**config.mk**
```make
export PLATFORM = sky130hd
export DESIGN_NAME = branch_predictor_bht
export DESIGN_NICKNAME = d
export VERILOG_FILES = /design/src/rtl/branch_predictor_bht.sv
export SDC_FILE = /design/constraint.sdc
export NUM_CORES = 2
export LEC_CHECK = 0
export CORE_AREA = 5 5 492 494
export DETAILED_ROUTE_END_ITERATION = 16
export DIE_AREA = 0 0 497 499
export PLACE_DENSITY = 0.73
export SLEW_MARGIN = 20
export SYNTH_ARGS = -nofsm -noshare
export SYNTH_HDL_FRONTEND = slang
export SYNTH_SLANG_ARGS = --single-unit
```
**constraint.sdc**
```tcl
create_clock -name clk -period 13.3 [get_ports clk]
set_input_delay 1.995 -clock clk [delete_from_list [all_inputs] [get_ports clk]]
set_output_delay 1.995 -clock clk [all_outputs]
set_load 0.05 [all_outputs]
```
**src/rtl/branch_predictor_bht.sv**
```systemverilog
// branch_predictor_bht
// Branch target buffer with per-entry saturating direction counters.
// Lookup is combinational on the fetch PC and reads only registered state.
// Resolved branches come back through a single registered update port.
// Define BP_GSHARE_EN to XOR a global history register into the table index.
module branch_predictor_bht #(
    parameter int ENTRIES = 64,
    parameter int CNT_W   = 2,
    parameter int TAG_W   = 8,
    parameter int GHR_W   = 6
) (
    input  logic        clk,
    input  logic        rst,
    input  logic [31:0] lk_pc_i,
    output logic        lk_hit_o,
    output logic        lk_taken_o,
    output logic [31:0] lk_target_o,
    input  logic        upd_valid_i,
    input  logic [31:0] upd_pc_i,
    input  logic        upd_taken_i,
    input  logic [31:0] upd_target_i,
    input  logic        upd_mispred_i,
    input  logic        flush_i,
    output logic [31:0] lookups_o,
    output logic [31:0] mispreds_o
);

    localparam int IDX_W  = $clog2(ENTRIES);
    localparam int TAG_LO = IDX_W + 2;
    localparam int TAG_HI = TAG_LO + TAG_W - 1;

    // Counter encodings: the MSB of the counter is the taken prediction.
    localparam int               CNT_WNT_INT = (1 << (CNT_W - 1)) - 1;
    localparam int               CNT_WT_INT  = 1 << (CNT_W - 1);
    localparam logic [CNT_W-1:0] CNT_WEAK_NT = CNT_WNT_INT[CNT_W-1:0];
    localparam logic [CNT_W-1:0] CNT_WEAK_T  = CNT_WT_INT[CNT_W-1:0];
    localparam logic [CNT_W-1:0] CNT_MAX     = {CNT_W{1'b1}};

    // Table state. Every entry needs a defined counter value out of reset,
    // so the table lives in flops rather than in a RAM macro.
    logic             valid_reg  [ENTRIES];
    logic [TAG_W-1:0] tag_reg    [ENTRIES];
    logic [CNT_W-1:0] cnt_reg    [ENTRIES];
    logic [31:0]      target_reg [ENTRIES];

    logic [31:0] lookups_reg;
    logic [31:0] mispreds_reg;

    // PC-derived index and tag for both ports.
    logic [IDX_W-1:0] lk_pc_idx;
    logic [IDX_W-1:0] upd_pc_idx;
    logic [TAG_W-1:0] lk_tag;
    logic [TAG_W-1:0] upd_tag;
    logic [IDX_W-1:0] lk_idx;
    logic [IDX_W-1:0] upd_idx;

    assign lk_pc_idx  = lk_pc_i[IDX_W+1:2];
    assign upd_pc_idx = upd_pc_i[IDX_W+1:2];
    assign lk_tag     = lk_pc_i[TAG_HI:TAG_LO];
    assign upd_tag    = upd_pc_i[TAG_HI:TAG_LO];

`ifdef BP_GSHARE_EN
    logic [GHR_W-1:0] ghr_reg;

    // Both ports hash with the same (pre-shift) history value.
    assign lk_idx  = lk_pc_idx ^ IDX_W'(ghr_reg);
    assign upd_idx = upd_pc_idx ^ IDX_W'(ghr_reg);

    // Global history: shifts in each resolved direction, cleared by flush.
    always_ff @(posedge clk or negedge rst) begin
        if (!rst) begin
            ghr_reg <= '0;
        end else if (flush_i) begin
            ghr_reg <= '0;
        end else if (upd_valid_i) begin
            ghr_reg <= {ghr_reg[GHR_W-2:0], upd_taken_i};
        end
    end
`else
    logic [GHR_W-1:0] unused_ghr;

    assign unused_ghr = '0;
    assign lk_idx     = lk_pc_idx;
    assign upd_idx    = upd_pc_idx;
`endif

    // Offset bits and bits above the tag do not take part in the update.
    logic unused_upd_pc_bits;
    assign unused_upd_pc_bits = ^{upd_pc_i[1:0], upd_pc_i[31:TAG_HI+1]};

    // Lookup: pure read of the registered table, no bypass from the update port.
    logic             lk_hit;
    logic             lk_taken;
    logic [31:0]      lk_fallthrough;

    always_comb begin
        lk_fallthrough = lk_pc_i + 32'd4;
        lk_hit         = valid_reg[lk_idx] && (tag_reg[lk_idx] == lk_tag);
        lk_taken       = lk_hit && cnt_reg[lk_idx][CNT_W-1];
    end

    assign lk_hit_o    = lk_hit;
    assign lk_taken_o  = lk_taken;
    assign lk_target_o = lk_taken ? target_reg[lk_idx] : lk_fallthrough;

    // Update-side read of the addressed entry and the saturated counter steps.
    logic             upd_hit;
    logic [CNT_W-1:0] upd_cnt;
    logic [CNT_W-1:0] cnt_up;
    logic [CNT_W-1:0] cnt_down;

    always_comb begin
        upd_hit  = valid_reg[upd_idx] && (tag_reg[upd_idx] == upd_tag);
        upd_cnt  = cnt_reg[upd_idx];
        cnt_up   = (upd_cnt == CNT_MAX) ? upd_cnt : upd_cnt + CNT_W'(1);
        cnt_down = (upd_cnt == '0)      ? upd_cnt : upd_cnt - CNT_W'(1);
    end

    // Table write: reset clears everything, flush drops only the valid bits
    // and wins over a same-cycle update; otherwise train or allocate.
    always_ff @(posedge clk or negedge rst) begin
        if (!rst) begin
            for (int i = 0; i < ENTRIES; i++) begin
                valid_reg[i]  <= 1'b0;
                tag_reg[i]    <= '0;
                cnt_reg[i]    <= CNT_WEAK_NT;
                target_reg[i] <= '0;
            end
        end else if (flush_i) begin
            for (int i = 0; i < ENTRIES; i++) begin
                valid_reg[i] <= 1'b0;
            end
        end else if (upd_valid_i) begin
            if (upd_hit) begin
                if (upd_taken_i) begin
                    cnt_reg[upd_idx]    <= cnt_up;
                    target_reg[upd_idx] <= upd_target_i;
                end else begin
                    cnt_reg[upd_idx] <= cnt_down;
                end
            end else if (upd_taken_i) begin
                // A taken miss claims the slot, evicting whatever alias was there.
                valid_reg[upd_idx]  <= 1'b1;
                tag_reg[upd_idx]    <= upd_tag;
                cnt_reg[upd_idx]    <= CNT_WEAK_T;
                target_reg[upd_idx] <= upd_target_i;
            end
        end
    end

    // Statistics: count every update strobe, flush or not; wrap freely.
    always_ff @(posedge clk or negedge rst) begin
        if (!rst) begin
            lookups_reg  <= '0;
            mispreds_reg <= '0;
        end else if (upd_valid_i) begin
            lookups_reg <= lookups_reg + 32'd1;
            if (upd_mispred_i) begin
                mispreds_reg <= mispreds_reg + 32'd1;
            end
        end
    end

    assign lookups_o  = lookups_reg;
    assign mispreds_o = mispreds_reg;

endmodule

```
==> flow_results.xml <==
<?xml version="1.0" encoding="UTF-8"?>
<metrics>
  <group name="outcome">
    <metric name="outcome" unit="">complete, no violations</metric>
  </group>
  <group name="min_path">
    <metric name="worst_hold_path_cell_count" unit="">1</metric>
    <metric name="hp-class" unit="">register to register</metric>
  </group>
  <group name="clocking">
    <metric name="number_of_levels_in_the_clock_h_tree" unit="">5</metric>
    <metric name="worstSkewPairLatency" unit="ns">0.95</metric>
    <metric name="numClockSinks" unit="">2816</metric>
    <metric name="cts_tree" unit="">built</metric>
    <metric name="postCtsSetupRepairBufs" unit="">0</metric>
    <metric name="clk_transition_reported_paths" unit="ns">0.06</metric>
    <metric name="post_cts_resized" unit="">0</metric>
    <metric name="cts.path.max_buffers" unit="">4</metric>
    <metric name="cts.root.buffer_cell" unit="">sky130_fd_sc_hd__clkbuf_16</metric>
    <metric name="numCtsBuffers" unit="">314</metric>
    <metric name="ctsHoldBuffers" unit="">0</metric>
  </group>
  <group name="yosys">
    <metric name="yosys-top-cells-area" unit="">sky130_fd_sc_hd__dfrtp_1 (51%), sky130_fd_sc_hd__mux2_2 (22%), sky130_fd_sc_hd__mux4_2 (16%)</metric>
    <metric name="synth_fp_nets" unit="">8712</metric>
    <metric name="synth.mux.area_fraction" unit="">0.3927</metric>
    <metric name="main_combinational_cell_family_by_area_after_synthesis" unit="">multiplexers</metric>
    <metric name="synth-edff-count" unit="">0</metric>
    <metric name="yosys_warning_total" unit="">0</metric>
    <metric name="synthDominantAreaCellType" unit="">sky130_fd_sc_hd__dfrtp_1</metric>
    <metric name="ff_latch_count_synth" unit="">2816</metric>
    <metric name="synthFlopType" unit="">sky130_fd_sc_hd__dfrtp_1</metric>
    <metric name="synth.top_cells.by_count" unit="">sky130_fd_sc_hd__dfrtp_1 (2752), sky130_fd_sc_hd__mux2_2 (2616), sky130_fd_sc_hd__mux4_2 (936)</metric>
    <metric name="portion_of_the_post_synthesis_area_used_by_sequential_elements" unit="">0.5247</metric>
    <metric name="yosysUniqueCellTypes" unit="">76</metric>
    <metric name="syn-instance-count" unit="">8607</metric>
    <metric name="synthesis.area_per_instance" unit="um^2">15.62</metric>
    <metric name="yosysMostFrequentCell" unit="">sky130_fd_sc_hd__dfrtp_1</metric>
    <metric name="syn_area" unit="um^2">134500</metric>
    <metric name="yosys.area_share.simple" unit="">0.02495</metric>
    <metric name="synthAdderAreaFrac" unit="">0.0003536</metric>
    <metric name="post_synthesis_compound_gate_area_fraction" unit="">0.02184</metric>
    <metric name="synth_largest_type_area_fraction" unit="">0.5122</metric>
    <metric name="synth_xor_area_frac" unit="">0.006774</metric>
    <metric name="post_synth_arst_share" unit="">1.000</metric>
  </group>
  <group name="timing">
    <metric name="drv_slew" unit="">0</metric>
    <metric name="finalSetupTns" unit="ns">0</metric>
    <metric name="grt_setup_unrepaired" unit="">no</metric>
    <metric name="max_slew_margin" unit="">0.1172</metric>
    <metric name="worst_slew_pin_slew" unit="ns">1.315</metric>
    <metric name="finalHoldViolCount" unit="">0</metric>
    <metric name="skew" unit="ns">0.06533</metric>
    <metric name="fin_crit" unit="ns">10.61</metric>
    <metric name="final.hold.worst_slack" unit="ns">0.4733</metric>
    <metric name="max_clock_freq" unit="MHz">94.29</metric>
    <metric name="setup_violations" unit="">0</metric>
    <metric name="fin_crit_sh" unit="">0.7974</metric>
  </group>
  <group name="route">
    <metric name="total_detailed_routing_wirelength" unit="um">398400</metric>
    <metric name="ant_nets" unit="">0</metric>
    <metric name="drt_iter0_drc" unit="">8563</metric>
    <metric name="route.detailed.drc" unit="">0</metric>
    <metric name="first_pass_iters" unit="">9</metric>
    <metric name="avgRoutedWirePerCell" unit="um">33.63</metric>
    <metric name="vias" unit="">80910</metric>
    <metric name="viasPerCell" unit="">6.829</metric>
  </group>
  <group name="global_routing">
    <metric name="pin_count_of_the_biggest_net_entering_global_routing" unit="">189</metric>
    <metric name="total_grt_overflow" unit="">0</metric>
    <metric name="gr-usage-met2" unit="">0.4880</metric>
    <metric name="grtUsageMet1" unit="">0.4331</metric>
    <metric name="grt_pass1_wl" unit="um">586000</metric>
    <metric name="gr-max-usage-layer" unit="">met2</metric>
    <metric name="first_global_vias" unit="">84670</metric>
    <metric name="antenna_found_initial" unit="">24</metric>
    <metric name="groute.layer.met3.usage" unit="">0.06930</metric>
    <metric name="global_route.usage.total" unit="">0.3203</metric>
  </group>
  <group name="cells_and_area">
    <metric name="postLayoutCellArea" unit="um^2">148800</metric>
    <metric name="post_route_cells_drive_above_1_share" unit="">0.5167</metric>
    <metric name="num-fill-cells" unit="">17070</metric>
    <metric name="seqCellArea" unit="um^2">70550</metric>
    <metric name="multiInputGateArea" unit="um^2">60620</metric>
    <metric name="largest_register_ffs" unit="">2048</metric>
    <metric name="area_growth_syn_to_layout" unit="%">10.68</metric>
    <metric name="number_of_nets_in_the_layout" unit="">8548</metric>
  </group>
  <group name="setup_path">
    <metric name="crit_start" unit="">lk_pc_i[2]</metric>
    <metric name="r2r_end" unit="">tag_reg[486]$_DFFE_PN0P_</metric>
    <metric name="critPathRequiredTime" unit="ns">11.31</metric>
    <metric name="regToRegStartpoint" unit="">tag_reg[272]$_DFFE_PN0P_</metric>
    <metric name="timing.setup.critical_path_class" unit="">input pin to primary output</metric>
    <metric name="cp_max_fo" unit="">42</metric>
    <metric name="crit_path_end" unit="">lk_target_o[7]</metric>
    <metric name="register_to_register_setup_slack" unit="ns">7.94</metric>
    <metric name="cp.arrival" unit="ns">8.61</metric>
    <metric name="timing.reg2reg.worst_path_depth" unit="">11</metric>
    <metric name="startpoint_type" unit="">input pin</metric>
    <metric name="worst_setup_path_end_kind" unit="">primary output</metric>
  </group>
  <group name="floorplan">
    <metric name="dieWidth" unit="um">497</metric>
    <metric name="start_util" unit="">0.5674</metric>
    <metric name="chipHeight" unit="um">499</metric>
    <metric name="design.core.area" unit="um^2">237000</metric>
    <metric name="ioPinCount" unit="">200</metric>
    <metric name="floorplan.die_area" unit="um^2">248000</metric>
    <metric name="placementRows" unit="">179</metric>
  </group>
  <group name="pwr">
    <metric name="power.leakage" unit="nW">68.79</metric>
    <metric name="peakVddDrop" unit="uV">119.3</metric>
    <metric name="report.power.total" unit="mW">19.47</metric>
    <metric name="power.density_cell_area" unit="nW/um^2">130.8</metric>
  </group>
  <group name="placement">
    <metric name="io_buffers" unit="">181</metric>
    <metric name="gpl.final_weighted_congestion" unit="">0.9183</metric>
    <metric name="dp_hpwl" unit="um">221500</metric>
    <metric name="placement.cell_area" unit="um^2">138700</metric>
  </group>
  <group name="flow_run">
    <metric name="cap_violations" unit="">0</metric>
  </group>
</metrics>
## cell type report
class / instances / area share
multi-input combinational: 4874 / 0.4073
clock inverter: 79 / 0.005347
antenna: 16 / 0.0002690
clock buffer: 459 / 0.06183
sequential: 2816 / 0.4740
tap: 3167 / 0.02663
timing repair buffer: 376 / 0.02300
inverter: 61 / 0.001539
## metrics by stage
step | instances | util | setup slack [ns]
2_1_floorplan | 8607 | - | 5.104
3_3_place_gp | 11290 | 0.5853 | 2.772
3_5_place_dp | 11290 | 0.5854 | 2.779
4_1_cts | 11830 | 0.6276 | 2.753
5_1_grt | 11840 | 0.6280 | 2.610
6_report | 11850 | 0.6281 | 2.695
## layout by cell type, fill, tap and decap left out, types with 27 or more instances in the layout
master                            instances
sky130_fd_sc_hd__mux4_2                 936
sky130_fd_sc_hd__dfrtp_1               2752
sky130_fd_sc_hd__nand2_8                 27
sky130_fd_sc_hd__nand3_1                 77
sky130_fd_sc_hd__clkinv_2                49
sky130_fd_sc_hd__a21oi_1                105
sky130_fd_sc_hd__and2_1                  28
sky130_fd_sc_hd__clkbuf_1                73
sky130_fd_sc_hd__mux2i_1                143
sky130_fd_sc_hd__clkdlybuf4s50_1        132
sky130_fd_sc_hd__nand2_1                105
sky130_fd_sc_hd__a31oi_1                 59
sky130_fd_sc_hd__nor2_4                  65
sky130_fd_sc_hd__nor2_1                  43
sky130_fd_sc_hd__nand4_1                 27
sky130_fd_sc_hd__dfstp_2                 64
sky130_fd_sc_hd__buf_2                   37
sky130_fd_sc_hd__buf_4                  175
sky130_fd_sc_hd__xnor2_1                 81
sky130_fd_sc_hd__mux2_1                  74
sky130_fd_sc_hd__inv_1                   59
sky130_fd_sc_hd__a22oi_1                 53
sky130_fd_sc_hd__clkbuf_8                65
sky130_fd_sc_hd__a221oi_1                37
sky130_fd_sc_hd__o21ai_0                 53
sky130_fd_sc_hd__mux2_2                2616
sky130_fd_sc_hd__and3_1                  66
sky130_fd_sc_hd__clkbuf_16              321
## worst min path at each step
stage,start,endpoint,slack (ns)
after floorplan,valid_reg[25]$_DFFE_PN0P_,valid_reg[25]$_DFFE_PN0P_,0.46
after global placement,lookups_o[31]$_DFFE_PN0P_,lookups_o[31]$_DFFE_PN0P_,0.46
after detailed placement,mispreds_o[31]$_DFFE_PN0P_,mispreds_o[31]$_DFFE_PN0P_,0.46
after CTS,mispreds_o[31]$_DFFE_PN0P_,mispreds_o[31]$_DFFE_PN0P_,0.47
after global routing,lookups_o[31]$_DFFE_PN0P_,lookups_o[31]$_DFFE_PN0P_,0.49
final,lookups_o[31]$_DFFE_PN0P_,lookups_o[31]$_DFFE_PN0P_,0.47
## where the power goes
group	switching, mW	leakage (nW)	internal [mW]	total (mW)
combinational	0.953	25.3	0.774	1.73
clock	3.48	4.94	5.05	8.52
sequential	0.245	38.6	8.98	9.22
total	4.68	68.8	14.8	19.5
## logic make-up (layout without fill, tap and decap cells)
| kind of cell | after synthesis | count (layout) |
|---|---|---|
| adder cells (fa/ha/maj) | 4 | 4 |
| AND/OR/NAND/NOR | 560 | 560 |
| AO/OA/AOI/OAI | 437 | 437 |
| flip-flops | 2816 | 2816 |
| multiplexers | 3769 | 3769 |
| XOR/XNOR | 104 | 104 |
| other | 0 | 16 |
| buffers and inverters | 917 | 975 |
## per-layer routing
metal,share of wire,routed length (um)
met1,0.39,156100
met2,0.46,183100
met3,0.082,32770
met4,0.066,26390
met5,0.000068,27
## worst max-delay path, cell delays in order
cell                              delay, ns
sky130_fd_sc_hd__buf_8                 0.37
sky130_fd_sc_hd__buf_4                 0.67
sky130_fd_sc_hd__mux4_2                0.61
sky130_fd_sc_hd__mux4_2                0.48
sky130_fd_sc_hd__nor2b_1               0.21
sky130_fd_sc_hd__a211oi_1              0.76
sky130_fd_sc_hd__a21oi_1               0.10
sky130_fd_sc_hd__o21ai_0               0.18
sky130_fd_sc_hd__xnor2_1               0.15
sky130_fd_sc_hd__a2111oi_4             0.35
sky130_fd_sc_hd__buf_4                 0.33
sky130_fd_sc_hd__and2_2                0.91
sky130_fd_sc_hd__o21ai_0               0.49
sky130_fd_sc_hd__clkdlybuf4s50_1       0.84
Power figures use the tool's default switching activity.
